--- src/rtl/imem_boot_loader.sv ---
// rtl/imem_boot_loader.sv - boot-time byte-stream loader for the instruction memory write port.
// Optional trailing XOR checksum byte is enabled by defining IMEM_LOAD_CHECKSUM_EN.
module imem_boot_loader #(
  parameter int ADDR_WIDTH = 32,
  parameter int MEM_SIZE   = 64
) (
  input  logic                  clk,
  input  logic                  rst_n,
  input  logic                  rx_valid,
  input  logic [7:0]            rx_data,
  output logic                  rx_ready,
  input  logic                  reload_req,
  output logic                  im_we,
  output logic [ADDR_WIDTH-1:0] im_waddr,
  output logic [ADDR_WIDTH-1:0] im_wdata,
  output logic                  cpu_rst_n,
  output logic                  busy,
  output logic                  err
);

`ifdef IMEM_LOAD_CHECKSUM_EN
  typedef enum logic [2:0] {LEN_LO, LEN_HI, DATA, CSUM, DONE, ERR} state_t;
  localparam state_t FIN = CSUM;
`else
  typedef enum logic [2:0] {LEN_LO, LEN_HI, DATA, DONE, ERR} state_t;
  localparam state_t FIN = DONE;
`endif

  localparam logic [15:0] MEM_WORDS = 16'(MEM_SIZE);

  state_t      state, state_nxt;
  logic [15:0] len;
  logic [15:0] word_idx;
  logic [1:0]  byte_cnt;
  logic [23:0] asm_q;
  logic        xfer;
  logic [15:0] len_full;
  logic        last_word;
`ifdef IMEM_LOAD_CHECKSUM_EN
  logic [7:0]  csum;
`endif

  // Handshake depends on state only, never on rx_valid.
  assign rx_ready  = (state != DONE) && (state != ERR);
  assign busy      = rx_ready;
  assign err       = (state == ERR);
  assign xfer      = rx_valid && rx_ready;
  assign len_full  = {rx_data, len[7:0]};
  assign last_word = ((word_idx + 16'd1) == len);

  always_comb begin
    state_nxt = state;
    case (state)
      LEN_LO: if (xfer) state_nxt = LEN_HI;
      LEN_HI: begin
        if (xfer) begin
          if (len_full == 16'd0)          state_nxt = FIN;
          else if (len_full > MEM_WORDS)  state_nxt = ERR;
          else                            state_nxt = DATA;
        end
      end
      DATA: if (xfer && (byte_cnt == 2'd3) && last_word) state_nxt = FIN;
`ifdef IMEM_LOAD_CHECKSUM_EN
      CSUM: if (xfer) state_nxt = (rx_data == csum) ? DONE : ERR;
`endif
      DONE, ERR: if (reload_req) state_nxt = LEN_LO;
      default: state_nxt = LEN_LO;
    endcase
  end

  always_ff @(posedge clk or negedge rst_n) begin
    if (!rst_n) begin
      state     <= LEN_LO;
      im_we     <= 1'b0;
      im_waddr  <= '0;
      im_wdata  <= '0;
      cpu_rst_n <= 1'b0;
      len       <= '0;
      word_idx  <= '0;
      byte_cnt  <= '0;
      asm_q     <= '0;
`ifdef IMEM_LOAD_CHECKSUM_EN
      csum      <= '0;
`endif
    end else begin
      state     <= state_nxt;
      im_we     <= 1'b0;
      // One cycle of DONE before release lets the final IM write land first.
      cpu_rst_n <= (state == DONE) && !reload_req;
      case (state)
        LEN_LO: if (xfer) len[7:0] <= rx_data;
        LEN_HI: begin
          if (xfer) begin
            len[15:8] <= rx_data;
            word_idx  <= '0;
            byte_cnt  <= '0;
          end
        end
        DATA: begin
          if (xfer) begin
            byte_cnt <= byte_cnt + 2'd1;
`ifdef IMEM_LOAD_CHECKSUM_EN
            csum     <= csum ^ rx_data;
`endif
            case (byte_cnt)
              2'd0: asm_q[7:0]   <= rx_data;
              2'd1: asm_q[15:8]  <= rx_data;
              2'd2: asm_q[23:16] <= rx_data;
              default: begin
                im_we    <= 1'b1;
                im_waddr <= ADDR_WIDTH'({word_idx, 2'b00});
                im_wdata <= ADDR_WIDTH'({rx_data, asm_q});
                word_idx <= word_idx + 16'd1;
              end
            endcase
          end
        end
        DONE, ERR: begin
          if (reload_req) begin
            len      <= '0;
            word_idx <= '0;
            byte_cnt <= '0;
            asm_q    <= '0;
`ifdef IMEM_LOAD_CHECKSUM_EN
            csum     <= '0;
`endif
          end
        end
        default: ;
      endcase
    end
  end

endmodule

--- config.mk ---
export PLATFORM = sky130hd
export DESIGN_NAME = imem_boot_loader
export DESIGN_NICKNAME = d
export VERILOG_FILES = /design/src/rtl/imem_boot_loader.sv
export SDC_FILE = /design/constraint.sdc
export NUM_CORES = 1
export LEC_CHECK = 0
export CAP_MARGIN = 15
export CORE_ASPECT_RATIO = 1.25
export CORE_UTILIZATION = 32
export CTS_CLUSTER_SIZE = 30
export DETAILED_ROUTE_END_ITERATION = 8
export SETUP_SLACK_MARGIN = 0.4
export SLEW_MARGIN = 20
export SYNTH_ARGS = -nofsm -noshare
export SYNTH_HDL_FRONTEND = slang
export SYNTH_SLANG_ARGS = --single-unit
--- constraint.sdc ---
create_clock -name clk -period 2.7 [get_ports clk]
set_clock_uncertainty 0.1 [all_clocks]
set_input_delay 0.54 -clock clk [delete_from_list [all_inputs] [get_ports clk]]
set_output_delay 0.54 -clock clk [all_outputs]
set_load 0.01 [all_outputs]
-- After elaboration in Yosys (flattened, before gate mapping)
Cells that the tools add are included.
- bits in registers: 111
- latch bits: 0
- RAM bits: 0
- ROM bits: 0
- output and inout bits: 69
- word-level logic and storage cells: 87
- memories kept: 0
- add/subtract/negate cells: 2
- $mul: 0
- div/mod/pow operators: 0
- magnitude comparators: 1
- equal/unequal tests: 19
- shift operators: 0
- multiplexer cells: 28
- bitwise logic cells: 1
- reduce and logical (&&, ||, !) cells: 24
- operator list (cell ; count):
    2-to-1 mux 16 bit ; 4
    2-to-1 mux 24 bit ; 2
    case mux 16 bit (3 select lines) ; 1
    case mux 24 bit (2 select lines) ; 1
    2-to-1 mux 8 bit ; 4
    case mux 8 bit (2 select lines) ; 2
    AND reduction 4 bit ; 5
    2-to-1 mux 3 bit ; 6
    adder 16 x 1 -> 16 bit, second input constant ; 1
    == test 16 bit ; 1
    > comparator 16 x 7 -> 1 bit, second input constant ; 1
    zero test 16 bit ; 1
    != test 2 bit, second input constant ; 7
    case mux 3 bit (4 select lines) ; 1
    AND reduction 3 bit ; 3
    == test 3 x 2 -> 1 bit, second input constant ; 2
    2-to-1 mux 2 bit ; 3
    case mux 2 bit (3 select lines) ; 1
    nonzero test 2 bit ; 3
    logical AND 1 bit ; 5
    AND reduction 5 bit ; 1
    == test 2 bit, second input constant ; 2
    != test 2 x 1 -> 1 bit, second input constant ; 2
    == test 3 x 1 -> 1 bit, second input constant ; 1
    other kinds (13) ; 15

-- Logic depth before layout (Yosys ltp)
- word-level depth: 7
- gate-level depth with buffers: 8

-- Least setup slack after synthesis
OpenSTA, ideal clock, no wires.
- path kind: register to output
- from: register state[0]
- to: output port rx_ready
- data arrival time: 1389 ps
- data required time: 2060 ps
- path slack: 671 ps
- cell stages (with the launch flop): 6
- buffers on the path: 3
- path through: dfrtp_1 -> buf_2 -> and3b_1 -> a21oi_2 -> buf_2 -> buf_4
- word-level cells in the longest chain between the ends: 2
- elaborated cells between the ends (all ways): 3
- ends and longest elaborated chain (what ; line ; text):
    from (decl) ; 31 ; state_t state, state_nxt;
    from (signal assigned) ; 86 ; state <= state_nxt;
    != test 3 x 2 -> 1 bit or != test 3 bit (tied branches) ; 44 ; assign rx_ready = (state != DONE) && (state != ERR);
    logical AND 1 bit (*) ; 44 ;
    to (decl) ; 11 ; output logic rx_ready,
Mark *: on every way between the ends. The rest lies on a longest branch, timed or not.

-- Worst setup path in the final report
- from: register state[0]
- to: register word_idx[6]
- word-level cells in the longest chain between the ends: 5
- elaborated cells between the ends (all ways): 16
- ends and longest elaborated chain (what ; line ; text):
    != test 3 x 2 -> 1 bit or != test 3 bit (tied branches) ; 44 ;
    logical AND 1 bit ; 44 ;
    logical AND 1 bit ; 47 ; assign xfer = rx_valid && rx_ready;
    != test 2 bit (no source line) ; -- ;
    AND reduction 5 bit (no source line) ; -- ;
    to (signal assigned) ; 113 ; word_idx <= word_idx + 16'd1;
    to (decl) ; 33 ; logic [15:0] word_idx;
Parallel ways exist; a longest one is shown, timed or not.
A chain may end at the register's enable or synchronous reset.

==> report_table.html <==
<table>
<tr><th>Metric</th><th>Value</th></tr>
<tr><th colspan="2">Drt</th></tr>
<tr><td>Number of DRC violations after detailed routing</td><td>0</td></tr>
<tr><td>Total vias in the final route</td><td>4148</td></tr>
<tr><td>Violation count after the first detailed-routing iteration</td><td>~240</td></tr>
<tr><td>Antenna Nets Post-Route</td><td>0</td></tr>
<tr><td>Routed via count divided by cell count</td><td>4.83</td></tr>
<tr><td>Routed wire length per instance</td><td>15.0 um</td></tr>
<tr><td>Final WL</td><td>roughly 13 mm</td></tr>
<tr><td>Number of optimization iterations in the first detailed-route pass</td><td>4</td></tr>
<tr><th colspan="2">Power</th></tr>
<tr><td>Gate power share</td><td>0.235</td></tr>
<tr><td>Cell area power density</td><td>approximately 740 nW/um^2</td></tr>
<tr><td>Static Leakage</td><td>3.08 nW</td></tr>
<tr><td>Share of total power consumed by net switching</td><td>0.321</td></tr>
<tr><td>Peak VDD IR</td><td>501 uV</td></tr>
<tr><td>Share of power burned in the clock network</td><td>0.311</td></tr>
<tr><td>Power after layout</td><td>0.00481 W</td></tr>
<tr><td>Reg power frac</td><td>0.455</td></tr>
<tr><td>P_int</td><td>around 0.0033 W</td></tr>
<tr><td>Net load switching power</td><td>around 0.0015 W</td></tr>
<tr><th colspan="2">Global routing</th></tr>
<tr><td>Pin count of the biggest net entering global routing</td><td>between 60 and 70</td></tr>
<tr><td>Vias in the first global route</td><td>about 4400</td></tr>
<tr><td>Global-route total usage across every layer</td><td>0.167</td></tr>
<tr><td>Global-route wire length before repair</td><td>22.1 mm</td></tr>
<tr><td>Antenna violations before repair</td><td>0</td></tr>
<tr><td>Congestion Overflow GR</td><td>0</td></tr>
<tr><th colspan="2">Yosys</th></tr>
<tr><td>Area fraction of the dominant cell type after synthesis</td><td>0.531</td></tr>
<tr><td>Number of warnings issued by yosys</td><td>0</td></tr>
<tr><td>Most numerous cell in the Yosys netlist</td><td>sky130_fd_sc_hd__nand2_1</td></tr>
<tr><td>Number of flip-flops and latches in the synthesized netlist</td><td>111</td></tr>
<tr><td>Count of unique library cells instantiated by Yosys</td><td>46</td></tr>
<tr><td>Area contributors post-synth</td><td>sky130_fd_sc_hd__dfrtp_1, sky130_fd_sc_hd__nand2_1, sky130_fd_sc_hd__o21ai_0, sky130_fd_sc_hd__xnor2_1, sky130_fd_sc_hd__buf_4</td></tr>
<tr><td>Dominant cell type by area after synthesis</td><td>sky130_fd_sc_hd__dfrtp_1</td></tr>
<tr><td>Post-synth EDFFs</td><td>0</td></tr>
<tr><td>Area of the mapped netlist</td><td>5230 sq um</td></tr>
<tr><td>Share of synthesized area occupied by flip-flops and latches</td><td>0.531</td></tr>
<tr><td>Mapped Avg Cell Area</td><td>between 9 and 10 sq um</td></tr>
<tr><td>Most frequent cells after synthesis</td><td>sky130_fd_sc_hd__nand2_1, sky130_fd_sc_hd__dfrtp_1, sky130_fd_sc_hd__o21ai_0</td></tr>
<tr><td>Instance count of the mapped netlist</td><td>between 500 and 600</td></tr>
<tr><td>Ys flop type</td><td>sky130_fd_sc_hd__dfrtp_1</td></tr>
<tr><td>Ys async rst share</td><td>1.00</td></tr>
<tr><th colspan="2">Die</th></tr>
<tr><td>Die Footprint</td><td>between 15000 and 20000 sq um</td></tr>
<tr><td>I/O pin cnt</td><td>81</td></tr>
<tr><td>Width of the die</td><td>116 um</td></tr>
<tr><td>Die outline height</td><td>145 um</td></tr>
<tr><td>Initial standard-cell utilization of the core</td><td>0.332</td></tr>
<tr><td>Area of the core region</td><td>15800 sq um</td></tr>
<tr><td>Number of placement rows</td><td>between 50 and 60</td></tr>
<tr><th colspan="2">Clocking</th></tr>
<tr><td>Clock Sinks</td><td>about 110</td></tr>
<tr><td>TritonCTS buffer count</td><td>9</td></tr>
<tr><td>H-Tree Depth</td><td>3</td></tr>
<tr><td>Clk Tree Root Cell</td><td>sky130_fd_sc_hd__clkbuf_16</td></tr>
<tr><td>Clk Latency, worst-skew pair</td><td>0.35 ns</td></tr>
<tr><td>Clock-pin slew on the worst setup and hold paths</td><td>0.08 ns</td></tr>
<tr><td>CTS tree</td><td>yes</td></tr>
<tr><td>Hold-fix buffers at CTS</td><td>0</td></tr>
<tr><td>Clock Tree Buf Depth</td><td>2</td></tr>
<tr><th colspan="2">Critical path</th></tr>
<tr><td>Reg2reg end</td><td>word_idx[6]</td></tr>
<tr><td>Type of element launching the critical path</td><td>register</td></tr>
<tr><td>Most frequent cell on the critical path</td><td>sky130_fd_sc_hd__buf_4</td></tr>
<tr><td>Maximum net fanout on the critical path</td><td>60</td></tr>
<tr><td>Gate family responsible for the most delay along the worst path</td><td>buffers and inverters</td></tr>
<tr><td>Element type at the critical path end</td><td>register</td></tr>
<tr><td>Number of cells traversed by the worst register-to-register path</td><td>9</td></tr>
<tr><td>Crit-path cells</td><td>buf_4 &gt; buf_4 &gt; and2b_1 &gt; nand3_2 &gt; inv_1 &gt; buf_12 &gt; and2_1 &gt; o21ai_0 &gt; o31ai_1</td></tr>
<tr><td>Slowest Stage Delay on Critical Path</td><td>0.43 ns</td></tr>
<tr><td>Worst path slowest cell</td><td>sky130_fd_sc_hd__dfrtp_2</td></tr>
<tr><td>Startpoint of the worst-slack reg-to-reg timing path</td><td>state[0]</td></tr>
<tr><td>Setup Crit Path Kind</td><td>register to register</td></tr>
<tr><td>Worst Path Arrival</td><td>~2.3 ns</td></tr>
<tr><td>R2R Setup Slk</td><td>0.52 ns</td></tr>
<tr><td>Critical path required time</td><td>2.86 ns</td></tr>
<tr><td>WP buf/inv</td><td>4</td></tr>
<tr><th colspan="2">Final layout</th></tr>
<tr><td>Footprint of the multi-input gates</td><td>2240 sq um</td></tr>
<tr><td>Seq. cell area</td><td>2780 sq um</td></tr>
<tr><td>Total Nets Final</td><td>660</td></tr>
<tr><td>Area growth from synthesis to layout</td><td>23.9%</td></tr>
<tr><td>Number of antenna diodes</td><td>0</td></tr>
<tr><td>Proportion of layout cells with a drive suffix above 1</td><td>0.0927</td></tr>
<tr><td>Final cell area excluding filler cells</td><td>around 6500 sq um</td></tr>
<tr><td>Filler cells</td><td>1581</td></tr>
<tr><th colspan="2">STA</th></tr>
<tr><td>Actual slew at the worst max-slew pin</td><td>0.592 ns</td></tr>
<tr><td>Max-slew headroom at the worst pin</td><td>0.605</td></tr>
<tr><td>Unrepaired setup endpoints after global routing</td><td>false</td></tr>
<tr><td>Setup violators final</td><td>0</td></tr>
<tr><td>Final clock period utilization by the worst path</td><td>0.807</td></tr>
<tr><td>Highest achievable clock rate</td><td>459 MHz</td></tr>
<tr><td>Final period demand of the worst path</td><td>2.18 ns</td></tr>
<tr><td>Final-layout worst hold slack</td><td>0.0105 ns</td></tr>
<tr><td>Setup total negative slack</td><td>0 ns</td></tr>
<tr><td>Final Max Slew Viols</td><td>0</td></tr>
<tr><td>Number of failing hold endpoints at the final stage</td><td>0</td></tr>
<tr><th colspan="2">Place</th></tr>
<tr><td>Number of port buffers</td><td>64</td></tr>
<tr><td>Area after detailed placement</td><td>around 6100 sq um</td></tr>
<tr><td>Final HPWL from detailed placement</td><td>9.13 mm</td></tr>
<tr><td>Last weighted congestion value of the routability-driven placer</td><td>0.828</td></tr>
<tr><th colspan="2">Min path</th></tr>
<tr><td>Worst Hold Class</td><td>input pin to asynchronous set/reset pin</td></tr>
<tr><th colspan="2">Job</th></tr>
<tr><td>Maximum Capacitance Violations</td><td>0</td></tr>
<tr><th colspan="2">Run status</th></tr>
<tr><td>Run status</td><td>complete, no violations</td></tr>
</table>
final cells by class:
cell class / instances / share of cell area
clock inverters: 7 / 0.0176
inverters: 8 / 0.00463
multi-input cells: 428 / 0.346
repair buffers: 84 / 0.127
clock buffers: 9 / 0.0347
well taps: 212 / 0.0409
flip-flops and latches: 111 / 0.429
per-layer routing:
layer  part of all wire  global-route usage  vias to the layer above
met5                  0                   0                        -
met4              0.021              0.0737                        0
met3              0.047              0.0259                       16
met2               0.50               0.280                      106
met1               0.43               0.209                     1998
li1                   -                   -                     2028
sequential cells by signal (all words and copies together), names as in the netlist:
register / cells
byte_cnt: 2
len: 16
im_waddr: 16
asm_q: 24
im_we: 1
word_idx: 16
cpu_rst_n: 1
state: 3
im_wdata: 32
placed cells by master (no fill, tap or decap), drive strengths merged, types with 7 or more instances in the layout:
| cell | count |
|---|---|
| a21oi | 18 |
| a32o | 8 |
| buf | 21 |
| clkbuf | 9 |
| clkdlybuf4s50 | 60 |
| conb | 16 |
| dfrtp | 111 |
| inv | 11 |
| nand2 | 198 |
| nand3 | 12 |
| nand4 | 9 |
| nor2 | 25 |
| nor3 | 7 |
| o21ai | 56 |
| xnor2 | 20 |
| xor2 | 7 |
power groups by stage:
stage	combinational [W]	clock [W]	sequential [W]
after floorplan	0.000796	0	0.00213
after global placement	0.000975	0	0.00224
after detailed placement	0.00102	0	0.00226
after CTS	0.00112	0.00152	0.00219
after global routing	0.00129	0.00160	0.00222
final	0.00113	0.00149	0.00219
kinds of logic after synthesis:
group                      share of synthesized area
DFF                                            0.531
xor gates and xnor gates                      0.0452
and+or+nand+nor                                0.232
adders and majority gates                     0.0143
buffers and inverters                         0.0576
other                                       0.000717
AOI/OAI and AO/OA                              0.117
muxes                                        0.00191
what timing repair did:
item,in CTS,in global routing
endpoints found under the setup margin,19,45
buffers inserted,6,0
resized for setup,5,9
gates cloned,0,0
pin swaps,0,1
worst max path at each step:
stage / startpoint / end / slack [ns] / cells after the start
detailed placement: reload_req / word_idx[8] / -0.18 / 7
CTS: state[0] / rx_ready / 0.36 / 3
global placement: reload_req / word_idx[8] / -0.06 / 7
floorplan: state[0] / rx_ready / 0.67 / 5
global route: word_idx[2] / state[0] / 0.41 / 6
finish: state[0] / word_idx[6] / 0.52 / 9
stage by stage:
step / setup WS [ns] / cells / util
floorplan: 0.671 / 595 / -
global placement: -0.0581 / 837 / 0.385
detailed placement: -0.182 / 837 / 0.385
CTS: 0.364 / 859 / 0.410
global route: 0.406 / 859 / 0.411
finish: 0.520 / 859 / 0.411
(Power assumes the default switching activity.)
==> patch 1 (same flow settings) <==
Build with the macro `IMEM_LOAD_CHECKSUM_EN` defined.
--- a/src/rtl/imem_boot_loader.sv
+++ b/src/rtl/imem_boot_loader.sv
@@ -1,5 +1,7 @@
 // rtl/imem_boot_loader.sv - boot-time byte-stream loader for the instruction memory write port.
 // Optional trailing XOR checksum byte is enabled by defining IMEM_LOAD_CHECKSUM_EN.
+`define IMEM_LOAD_CHECKSUM_EN
+
 module imem_boot_loader #(
   parameter int ADDR_WIDTH = 32,
   parameter int MEM_SIZE   = 64
Behaviour: not the same (Yosys sat finds a counterexample within 4 cycles, from zero or initial values and one cycle with rst_n low).
==> patch 1 against the original RTL <==
Design area is 11% higher. Worst setup slack better by 0.030 ns. Via count is 3.1% higher. Critical path depth is 2 lower. Total power is 13% higher. Combinational power is 18% lower. Routed wire length is 1.2% higher. Synthesized area is 9.1% higher. Sequential share of layout area is 1.6 points lower. Final cell count is 3.0% higher. Sequential cell count is 8 higher. Highest routed layer unchanged.
==> patch 1: results (changes against the original RTL) <==
metric;value;unit;change
library cells used by synthesis;56;;+22%
multiplexer area fraction after synthesis;4.710;%;+4.5 points
crit path launch;rx_data[1];;
most common library cells after synthesis;nand2_1, dfrtp_1, o21ai_0;;
GPL Wtd Cong;0.8483;;+2.5%
Reg2Reg Depth;7;;-2
status;finished clean;;
critical path type;input port to register;;
vias in the first global route;4273;;-3.3%
Synth area leaders;dfrtp_1, nand2_1, o21ai_0, mux2_2, xnor2_1;;
largest net degree at the start of global routing;49;;-20%
Final WS setup;0.5500;ns;+0.02997 ns
1st-pass router iterations;5;;+1
Worst Tran Pin Value;0.6418;ns;+0.05014 ns
Worst-path clk slew;0.06;ns;-0.02 ns
Setup crit end;state[0]$_DFFE_PN0P_;;
layout cells sized above 1;16.34;%;+7.1 points
peak supply drop;0.4060;mV;-19%
met3 Usage GRT;3.426;%;+0.84 points
Compound-Gate Fraction of Synth Area;12.44;%;+0.70 points
gr usage total;15.19;%;-1.5 points
flop-to-flop setup slack;0.60;ns;+0.08 ns
CTS Buf Count;17;;+8
Post-Synth XOR/XNOR Area;4.754;%;+0.24 points
Leakage;3.341;nW;+8.7%
area taken by flip-flops and latches;2984;um^2;+7.3%
met3 routed wirelength;600;um;-1.5%
first-pass GRT wire length;21640;um;-1.9%
Post-Synth Adder-Cell Area;1.314;%;-0.12 points
Crit path largest cell delay;0.61;ns;+0.18 ns
R2R Path Start;word_idx[1]$_DFFE_PN0P_;;
WL/cell;14.76;um;-1.8%
DP HPWL;9416;um;+3.2%
Seq/Total Area, Yosys;52.14;%;-0.94 points
worst skew pair latency;0.41;ns;+0.06 ns
# H-tree levels;4;;+1
Filler cells;1686;;+6.6%
GR Util met2;25.03;%;-3.0 points
CP delay by family, top;compound AO/OA/AOI/OAI gates;;
wl on met1;5716;um;+3.1%
Cell Area, Placed;6584;um^2;+8.5%
met1 usage;18.94;%;-1.9 points
DR WL met2;6449;um;-0.59%
[patch 1: power by group through the flow]
stage / logic, mW / clock network [mW] / registers, mW
final: 0.926 / 2.22 / 2.30
after global routing: 1.05 / 2.36 / 2.34
after CTS: 0.933 / 2.27 / 2.30
after detailed placement: 0.936 / 0 / 2.33
after global placement: 0.915 / 0 / 2.32
after floorplan: 0.702 / 0 / 2.23
[patch 1: cell type report]
type	count	share of cell area, %
Multi-Input combinational cell	417	34.45
Clock buffer	19	6.273
Sequential cell	119	41.33
Tap cell	224	3.881
Timing Repair Buffer	89	11.90
Clock inverter	10	1.802
Inverter	7	0.3639
[patch 1: through the flow]
step	hold slack, ns	power, mW	instances
after floorplan	0.1444	2.932	598
final	0.05668	5.453	885
after CTS	0.07194	5.501	885
after detailed placement	0.3566	3.265	855
after global placement	0.3520	3.232	855
after global routing	0.09808	5.747	885
[patch 1: what timing repair did]
item	4_1_cts	5_1_grt
buffers inserted	1	0
hold buffers	0	0
gates resized for setup	9	8
setup endpoints to repair	4	1
==> patch 2 (same settings) <==
Made on the original files. Register the output `err`, cleared by the reset; this adds one clock of latency there. The other outputs are not delayed to match.
--- a/src/rtl/imem_boot_loader.sv
+++ b/src/rtl/imem_boot_loader.sv
@@ -43,7 +43,13 @@
   // Handshake depends on state only, never on rx_valid.
   assign rx_ready  = (state != DONE) && (state != ERR);
   assign busy      = rx_ready;
-  assign err       = (state == ERR);
+  always_ff @(posedge clk or negedge rst_n) begin
+    if (!rst_n) begin
+      err <= '0;
+    end else begin
+      err <= (state == ERR);
+    end
+  end
   assign xfer      = rx_valid && rx_ready;
   assign len_full  = {rx_data, len[7:0]};
   assign last_word = ((word_idx + 16'd1) == len);
Check against the original RTL: not equivalent (a bounded check fails within 4 cycles, from zero or initial values and one cycle with rst_n low).
==> patch 2 against the original RTL <==
Synthesized area rose by 1.4%. Sequential share of layout area shrank 0.42 points. Sequential cell count rose by 1. Design area grew 1.8%. Maximum frequency shrank 1.2%. Worst setup slack got worse by 0.027 ns. Routed wire length up 4.3%. Count of clock-buffer cells in the layout is 2 higher. Total power down 5.3%. Largest cell class unchanged.
==> patch 2: results (changes against the original RTL) <==
metric;value;unit;change
status;finished clean;;
Vias/cell;4.884;;+1.1%
Worst Path Max Fanout;16;;-73%
most common library cells after synthesis;nand2_1, dfrtp_1, o21ai_0;;
Avg Inst Size Synth;8.844;um^2;-2.0%
peak supply drop;0.3371;mV;-33%
flop-to-flop setup slack;0.50;ns;-0.02 ns
clock buf count;11;;+2
DP HPWL;9802;um;+7.4%
CP arrival;2.32;ns;-0.02 ns
dpl cells;877;;+4.8%
area taken by flip-flops and latches;2804;um^2;+0.81%
multi-input combinational area share;35.03;%;+0.45 points
met3 Usage GRT;2.832;%;+0.24 points
count of multi-input combinational gates;443;;+3.5%
GPL Wtd Cong;0.8436;;+1.9%
library cells used by synthesis;53;;+15%
met1 usage;21.41;%;+0.53 points
met3 routed wirelength;430;um;-29%
R2R Path Start;word_idx[1]$_DFFE_PN0P_;;
Internal;3.061;mW;-6.3%
Clock Power;1.22;mW;-18%
R2R Path End;state[0]$_DFFE_PN0P_;;
Cell Area, Placed;6248;um^2;+2.9%
Slowest-stage cell, CP;clkdlybuf4s50_1;;
wl on met1;5778;um;+4.2%
# clock sinks;112;;+0.90%
DR WL met2;6990;um;+7.8%
gr usage total;16.89;%;+0.17 points
Combinational Power Share;24.8;%;+1.3 points
GR Util met2;28.47;%;+0.42 points
largest net degree at the start of global routing;48;;-21%
clock tree cell share of total cell area;3.981;%;-1.2 points
final core occ;40.74;%;-0.40 points
Compound-Gate Fraction of Synth Area;13.53;%;+1.8 points
Synth area leaders;dfrtp_1, nand2_1, o21ai_0, buf_4, nor2_1;;
total number of vias;4361;;+5.1%
1st-pass router iterations;5;;+1
Seq/Total Area, Yosys;52.82;%;-0.25 points
Sw Share;32.82;%;+0.70 points
Leakage;3.101;nW;+0.82%
multiplexer area fraction after synthesis;0.2122;%;+0.021 points
Reg2Reg Depth;7;;-2
Post-Synth Adder-Cell Area;1.415;%;-0.020 points
Worst Tran Pin Value;0.6140;ns;+0.02238 ns
Non-clk bufs;100;;+19%
final hold slack;0.09503;ns;+0.08455 ns
Signal buf overhead;13.95;%;+1.2 points
Post-Synth XOR/XNOR Area;2.971;%;-1.5 points
Crit path largest cell delay;0.57;ns;+0.14 ns
WL/cell;15.09;um;+0.35%
patch 2: cell count changes in the layout (fill, tap and decap cells not counted), sizes merged, moves of 5 or more:
cell / before / now
nand2: 198 / 206
a32o: 8 / 0
a22o: 1 / 9
nor2b: 2 / 7
xnor2: 20 / 10
o21ai: 56 / 64
buf: 21 / 37
patch 2: worst max-delay path by stage:
stage | end | start | slack (ns) | cells after the start
2_1_floorplan | state[0]$_DFFE_PN0P_ | word_idx[1]$_DFFE_PN0P_ | 0.52 | 8
4_1_cts | state[0]$_DFFE_PN0P_ | rx_data[6] | 0.46 | 8
3_5_place_dp | state[0]$_DFFE_PN0P_ | rx_data[6] | 0.04 | 8
5_1_grt | word_idx[3]$_DFFE_PN0P_ | rx_valid | 0.35 | 8
3_3_place_gp | state[0]$_DFFE_PN0P_ | rx_data[6] | 0.11 | 8
6_report | word_idx[3]$_DFFE_PN0P_ | rx_valid | 0.49 | 8
